<file path="config.mk">
export PLATFORM = sky130hd
export DESIGN_NAME = serializador_param
export DESIGN_NICKNAME = d
export VERILOG_FILES = /design/src/rtl/serializador_param.sv
export SDC_FILE = /design/constraint.sdc
export NUM_CORES = 1
export LEC_CHECK = 0
export BUFFER_PORTS_ARGS = -buffer_cell sky130_fd_sc_hd__buf_2
export CAP_MARGIN = 20
export CORE_UTILIZATION = 46
export CTS_CLUSTER_DIAMETER = 30
export CTS_CLUSTER_SIZE = 12
export DETAILED_ROUTE_END_ITERATION = 8
export PLACE_DENSITY = 0.7
export SYNTH_ARGS = -nofsm -noshare
export SYNTH_HDL_FRONTEND = slang
export SYNTH_SLANG_ARGS = --single-unit
</file>
<file path="constraint.sdc">
create_clock -name clk -period 2 [get_ports clk]
set_input_delay 0.1 -clock clk [delete_from_list [all_inputs] [get_ports clk]]
set_output_delay 0.1 -clock clk [all_outputs]
set_load 0.005 [all_outputs]
</file>
<file path="src/rtl/serializador_param.sv">
// ----------------------------------------------------------------------------
// serializador_param
//   Parallel-to-serial converter. A word on d is captured when load is high
//   in IDLE, then shifted out one bit per accepted transfer, LSB first
//   (MSB_FIRST=0) or MSB first (MSB_FIRST=1). A one-cycle done pulse in FIN
//   marks the end of each word.
//
// Handshake (both sides use strict valid/ready):
//   producer side: a word moves when load=1 and load_ready=1 on a rising edge.
//   consumer side: a bit moves when sout_valid=1 and sout_ready=1 on a rising
//   edge; while sout_valid=1 and sout_ready=0, sout and all state are held.
//
// Ports:
//   clk         clock, rising edge
//   rst         asynchronous reset, active low
//   d[N-1:0]    parallel word
//   load        word-valid strobe
//   load_ready  block can accept a word this cycle
//   sout        current serial bit
//   sout_valid  sout holds a valid bit
//   sout_ready  consumer accepts sout this cycle
//   busy        word in flight (SHIFT or FIN)
//   done        one-cycle pulse after the last bit is accepted
//   state_dbg   current FSM state (IDLE=0, SHIFT=1, FIN=2)
// ----------------------------------------------------------------------------
module serializador_param #(
    parameter int N         = 8,
    parameter bit MSB_FIRST = 1'b0
) (
    input  logic         clk,
    input  logic         rst,
    input  logic [N-1:0] d,
    input  logic         load,
    output logic         load_ready,
    output logic         sout,
    output logic         sout_valid,
    input  logic         sout_ready,
    output logic         busy,
    output logic         done,
    output logic [1:0]   state_dbg
);

    localparam int CW      = (N > 1) ? $clog2(N) : 1;
    localparam int OUT_IDX = MSB_FIRST ? N - 1 : 0;

    typedef enum logic [1:0] {
        IDLE  = 2'd0,
        SHIFT = 2'd1,
        FIN   = 2'd2
    } state_t;

    state_t          state;
    logic [N-1:0]    shreg;
    logic [N-1:0]    shreg_shift;
    logic [N-1:0]    shreg_nxt;
    logic [CW-1:0]   cnt;
    logic            take;
    logic            xfer;
    logic            last;
    logic            shreg_en;

    assign take     = (state == IDLE) && load;
    assign xfer     = (state == SHIFT) && sout_ready;
    assign last     = (cnt == CW'(N - 1));
    assign shreg_en = take || xfer;

    // Reset gates load_ready so every output reads 0 while rst is low and
    // load_ready rises as soon as rst is released.
    assign load_ready = rst && (state == IDLE);
    assign state_dbg  = state;

    // Shift toward the output end, filling the vacated bit with 0.
    genvar i;
    generate
        for (i = 0; i < N; i++) begin : g_bit
            if (MSB_FIRST == 1'b0) begin : g_lsb
                if (i == N - 1) begin : g_top
                    assign shreg_shift[i] = 1'b0;
                end else begin : g_mid
                    assign shreg_shift[i] = shreg[i + 1];
                end
            end else begin : g_msb
                if (i == 0) begin : g_bot
                    assign shreg_shift[i] = 1'b0;
                end else begin : g_mid
                    assign shreg_shift[i] = shreg[i - 1];
                end
            end

            assign shreg_nxt[i] = take ? d[i] : shreg_shift[i];

            always_ff @(posedge clk or negedge rst) begin
                if (!rst) begin
                    shreg[i] <= 1'b0;
                end else if (shreg_en) begin
                    shreg[i] <= shreg_nxt[i];
                end
            end
        end
    endgenerate

    // sout is a register that tracks the output end of the shift register
    // while in SHIFT. The final transfer does not update it, so outside SHIFT
    // it keeps the last bit that was presented.
    always_ff @(posedge clk or negedge rst) begin
        if (!rst) begin
            state      <= IDLE;
            cnt        <= '0;
            sout       <= 1'b0;
            sout_valid <= 1'b0;
            busy       <= 1'b0;
            done       <= 1'b0;
        end else begin
            case (state)
                IDLE: begin
                    if (load) begin
                        state      <= SHIFT;
                        cnt        <= '0;
                        sout       <= d[OUT_IDX];
                        sout_valid <= 1'b1;
                        busy       <= 1'b1;
                    end
                end
                SHIFT: begin
                    if (sout_ready) begin
                        if (last) begin
                            state      <= FIN;
                            sout_valid <= 1'b0;
                            done       <= 1'b1;
                        end else begin
                            cnt  <= cnt + CW'(1);
                            sout <= shreg_shift[OUT_IDX];
                        end
                    end
                end
                FIN: begin
                    state <= IDLE;
                    done  <= 1'b0;
                    busy  <= 1'b0;
                end
                default: begin
                    state      <= IDLE;
                    sout_valid <= 1'b0;
                    done       <= 1'b0;
                    busy       <= 1'b0;
                end
            endcase
        end
    end

endmodule
</file>
==> qor.yml, run 1 <==
r2r.worst_path.cells: 5
yosysTopAreaCell: "dfrtp_1"
drc: 0
syn_nets: 78
postRouteAntennaNets: 0
fin_nets: 101
final_common_cell: "buf_2"
grt_setup_unrepaired: "false"
drt_first_pass_iters: 4
r2r_start: "cnt[0]$_DFFE_PN0P_"
clock_latency_ns: 0.28
setup_violations: 0
grt_pass1_wl_um: 2504
ys_ff_latch: 16
drive_gt1_share_pct: 50.59
avgSynthCellArea_um2: 12.94
cp-start-kind: "flip-flop"
clkPwrFrac_pct: 12.8
ys.flop_type: "dfrtp_1"
slew_headroom_pct: 74.78
hold_viol_final: 0
synthCells: 64
p_int_uw: 867.1
cts.clk_slew.worst_paths_ns: 0.09
grt_pass1_vias: 577
netlist.area_leader.share_pct: 48.34
mostFrequentLayoutCells: "buf_2 (18), dfrtp_1 (16), mux2_2 (14)"
syn2layout_area_growth_pct: 16.62
grt_max_degree: 18
r2r_slack_ns: 0.27
synth_area_leaders: "dfrtp_1 (48%), mux2_2 (19%), a21oi_4 (3.9%), ha_1 (3.0%), buf_6 (2.7%)"
yosysWarnings: 0
synth-edff-count: 0
slew_viol_final: 0
tns_ns: 0
async_flop_share_pct: 100.0
combPwrFrac_pct: 43.2
fin_crit_sh_pct: 86.31
design.die.area_um2: 1974
initial_core_util_pct: 51.96
post_dp_cell_area_um2: 933.4
ctsRootBufferMaster: "clkbuf_4"
layout_min_cycle_time_ns: 1.726
path_class: "flip-flop to flip-flop"
critPathMaxFanout: 4
switching_power_uw: 408.2
hold_path.startpoint: "d[7]"
stdcell_area_um2: 965.9
dp_hpwl_um: 1029
synth.distinct_cells: 22
grt_usage_pct: 18.25
r2r_end: "cnt[0]$_DFFE_PN0P_"
antenna_found_initial: 0
vdd_drop_max_uv: 639.9
cap_violations: 0
worst_pin_slew_ns: 0.3782
via_per_inst: 4.835
std_cell_rows: 14
htreeDepth: 1
pin_count: 19
hp-class: "primary input to flip-flop"
post_drt_wl_per_cell_um: 12.85
cp.arrival_ns: 1.90
fin_skew_ns: 0.002366
pwr-share-seq_pct: 44.0
p_sw_share_pct: 32.01
gp_congestion: 0.7347
cp-end-kind: "flip-flop"
wirelength_um: 1401
status: "finished, final reports clean"
num_antenna_cells: 0
power_density_nw_per_um2: 1320
worstHoldPathCells: 3
syn_area_um2: 828.3
fillCellCount: 143
clock-sinks: 16
vias: 527
die_h_um: 44.44
port_buffers: 18
die_w_um: 44.44
fmax_mhz: 579.3
cts_buffers: 3
leakagePower_uw: 0.0004683
ctsResizeCount: 0
coreArea_um2: 1594
ys_seq_area_share_pct: 48.34
whs_endpoint: "shreg[7]$_DFFE_PN0P_"
tritoncts: "built"
overflow: 0
required_ns: 2.17
max-clock-path-buffers: 2
drtIter0Drc: 5
## routing by layer
layer / part of all wire, % / vias up / GRT usage, %
met4: 2.1 / 0 / 10.91
li1: - / 263 / -
met2: 46 / 16 / 29.71
met1: 48 / 244 / 22.77
met5: 0 / - / 0
met3: 4.1 / 4 / 2.857
## per-stage QoR
stage	worst slack, ns	power [uW]	std cells	hold slack [ns]	util (%)
2_1_floorplan	0.3733	996.7	64	-0.1956	-
5_1_grt	0.1939	1392	109	0.1224	60.60
6_report	0.2739	1275	109	0.08716	60.60
4_1_cts	0.2656	1295	109	0.08228	60.60
3_5_place_dp	0.2783	1128	105	0.03891	58.56
3_3_place_gp	0.3193	1098	105	0.03291	58.56
## state kept, by name (all words and copies together), names as in the netlist
register	flops
sout_valid	1
busy	1
shreg	7
sout	1
done	1
cnt	3
state_dbg	2
## cells in the mapped netlist (2+ instances only)
cell and n:
mux2_2 14, mux2i_1 2, nor2b_1 2, buf_6 2
a21oi_4 2, ha_1 2, o21ai_0 2, nand2_1 5
inv_1 4, a21oi_1 2, dfrtp_1 16
## worst max path at each step
stage	startpoint	endpoint	slack (ns)	depth (start not counted)
finish	cnt[0]$_DFFE_PN0P_	cnt[0]$_DFFE_PN0P_	0.27	5
global route	cnt[0]$_DFFE_PN0P_	cnt[0]$_DFFE_PN0P_	0.19	5
CTS	cnt[0]$_DFFE_PN0P_	cnt[0]$_DFFE_PN0P_	0.27	5
detailed placement	cnt[0]$_DFFE_PN0P_	cnt[0]$_DFFE_PN0P_	0.28	5
global placement	cnt[0]$_DFFE_PN0P_	cnt[0]$_DFFE_PN0P_	0.32	5
floorplan	cnt[0]$_DFFE_PN0P_	cnt[0]$_DFFE_PN0P_	0.37	5
## cells by family (layout without fill, tap and decap cells)
logic type / Yosys count / in the layout / share of synthesized area [%]
multiplexers: 17 / 17 / 23.26
AND/OR/NAND/NOR: 15 / 15 / 12.69
adder cells (fa/ha/maj): 2 / 2 / 3.021
AO/OA/AOI/OAI: 8 / 8 / 8.158
flip-flops: 16 / 16 / 48.34
buffers and inverters: 6 / 27 / 4.531
## repair_timing
item / in CTS / in global routing
hold buffers: 1 / 0
buffers inserted: 0 / 0
endpoints found under the hold margin: 16 / 0
## cell type report
class | count | area, um2 | area share, %
flip-flops and latches | 16 | 400.4 | 41.45
multi-input cells | 42 | 390.4 | 40.41
clock buffers | 3 | 22.52 | 2.332
inverters | 4 | 15.01 | 1.554
repair buffers | 20 | 107.6 | 11.14
well taps | 24 | 30.03 | 3.109
## power by group through the flow
stage	logic, uW	registers (uW)	clock network [uW]
after floorplan	465	532	0
after global placement	540	558	0
after detailed placement	559	568	0
after CTS	561	563	172
after global routing	634	581	178
final	551	561	164
## critical path, stage by stage, from the launching register on
cell      delay, ns
dfrtp_1        0.41
ha_1           0.21
ha_1           0.20
nand3b_1       0.20
a21oi_4        0.24
mux2_2         0.36
Note: power is estimated with default switching activity, not from simulation.
==> inputs of run 2 (changes only) <==
Settings changed: BUFFER_PORTS_ARGS -buffer_cell sky130_fd_sc_hd__buf_2 to -buffer_cell sky130_fd_sc_hd__buf_4, CELL_PAD_IN_SITES_DETAIL_PLACEMENT set to 1, CELL_PAD_IN_SITES_GLOBAL_PLACEMENT set to 2, CORE_UTILIZATION 46 to 36, PLACE_DENSITY 0.7 to not set, PLACE_DENSITY_LB_ADDON set to 0.1.
Clock period 2 ns to 2.1 ns, I/O delays scaled along.
==> run 2 against run 1 <==
  * Power is 2.6% higher
  * Fmax is 0.12% lower
  * Hold slack better by 0.027 ns
  * Clock-buffer cell count up 1
  * Utilization is 13 points lower
  * Setup slack better by 0.098 ns
  * Via count is 5.3% higher
  * Register-to-register slack better by 0.098 ns
  * Critical path depth is the same
  * Sequential cell count unchanged
  * Clock power increased by 23%
  * Largest cell class unchanged
  * Largest power group is now combinational logic
==> qor.yml, run 2 (synthesis gave the netlist of run 1 again) <==
antenna_found_initial: 0
largest_reg_flops: 7
die_w_um: 49.97
slew_headroom_pct: 73.99
gp_congestion: 0.7056
fin_util_pct: 47.34
drc: 0
path_class: "flip-flop to flip-flop"
cts_buffers: 3
cp.arrival_ns: 1.90
cp-start-kind: "flip-flop"
tritoncts: "built"
max-clock-path-buffers: 2
die_h_um: 49.97
cp-end-kind: "flip-flop"
vdd_drop_max_uv: 490.3
fin_crit_sh_pct: 82.29
slew_viol_final: 0
coreArea_um2: 2191
leakagePower_uw: 0.0004954
port_buffers: 18
status: "finished, final reports clean"
critPathMaxFanout: 4
power_density_nw_per_um2: 1261
required_ns: 2.27
grt_pass1_vias: 559
postRouteAntennaNets: 0
std_cell_rows: 17
hold_viol_final: 0
fin_skew_ns: 0.002696
hold_ws_ns: 0.1142
vias: 555
syn2layout_area_growth_pct: 25.23
post_drt_wl_per_cell_um: 12.67
design.die.area_um2: 2497
final_common_cell: "buf_4"
drive_gt1_share_pct: 51.72
overflow: 0
mostFrequentLayoutCells: "buf_4 (20), dfrtp_1 (16), mux2_2 (14)"
num_antenna_cells: 0
pin_count: 19
holdBufCountCts: 1
drt_first_pass_iters: 2
drtIter0Drc: 4
wirelength_um: 1457
grt_setup_unrepaired: "false"
htreeDepth: 1
clock-sinks: 16
fin_nets: 102
grt_usage_pct: 13.63
ctsResizeCount: 0
ctsRootBufferMaster: "clkbuf_4"
power_uw: 1308
fmax_mhz: 578.6
tns_ns: 0
dp_hpwl_um: 1098
cts.clk_slew.worst_paths_ns: 0.10
post_cts_buffers: 0
regMostFlops: "shreg"
initial_core_util_pct: 37.81
fillCellCount: 246
grt_pass1_wl_um: 2518
stdcell_area_um2: 1037
hp-class: "primary input to flip-flop"
setup_violations: 0
post_dp_cell_area_um2: 991.0
grt_max_degree: 18
worst_pin_slew_ns: 0.3897
clock_latency_ns: 0.28
cap_violations: 0
layout_min_cycle_time_ns: 1.728
via_per_inst: 4.826
[run 2: final timing paths]
path	start	depth (start not counted)	endpoint	slack, ns
setup / recovery	cnt[0]$_DFFE_PN0P_	5	cnt[0]$_DFFE_PN0P_	0.37
hold / removal	sout_ready	3	done$_DFFE_PN0P_	0.11
setup reg to reg	cnt[0]$_DFFE_PN0P_	5	cnt[0]$_DFFE_PN0P_	0.37
hold reg to reg	busy$_DFFE_PN0P_	1	busy$_DFFE_PN0P_	0.50
max in group asynchronous	rst	2	state_dbg[1]$_DFFE_PN0P_	1.70
min in group asynchronous	rst	2	sout_valid$_DFFE_PN0P_	0.21
[run 2: through the flow]
step,setup WS (ns),std cells
5_1_grt,0.2697,115
3_5_place_dp,0.3874,110
4_1_cts,0.3517,115
6_report,0.3718,115
3_3_place_gp,0.4071,110
2_1_floorplan,0.4733,64
[run 2: report_power, final]
group	internal [uW]	switching (uW)
registers	440	81.2
logic	363	222
clock network	105	96.8
total	908	400
[run 2: layout make-up]
cell class	instances	area [um2]	area share (%)
multi-input cells	42	390.4	37.64
repair buffers	21	160.2	15.44
clock buffers	4	36.28	3.498
inverters	4	15.01	1.448
flip-flops and latches	16	400.4	38.60
well taps	28	35.03	3.378
[run 2: critical path, cell delays in order, from the launching register on]
cell,delay (ns)
dfrtp_1,0.41
ha_1,0.21
ha_1,0.20
nand3b_1,0.21
a21oi_4,0.24
mux2_2,0.35
[run 2: layer usage]
| metal | GRT usage [%] | part of all wire [%] | routed length, um |
|---|---|---|---|
| met1 | 16.51 | 47 | 689 |
| met2 | 22.52 | 47 | 681 |
| met3 | 3.704 | 4.9 | 71 |
| met4 | 5.714 | 0.96 | 14 |
| met5 | 0 | 0 | 0 |
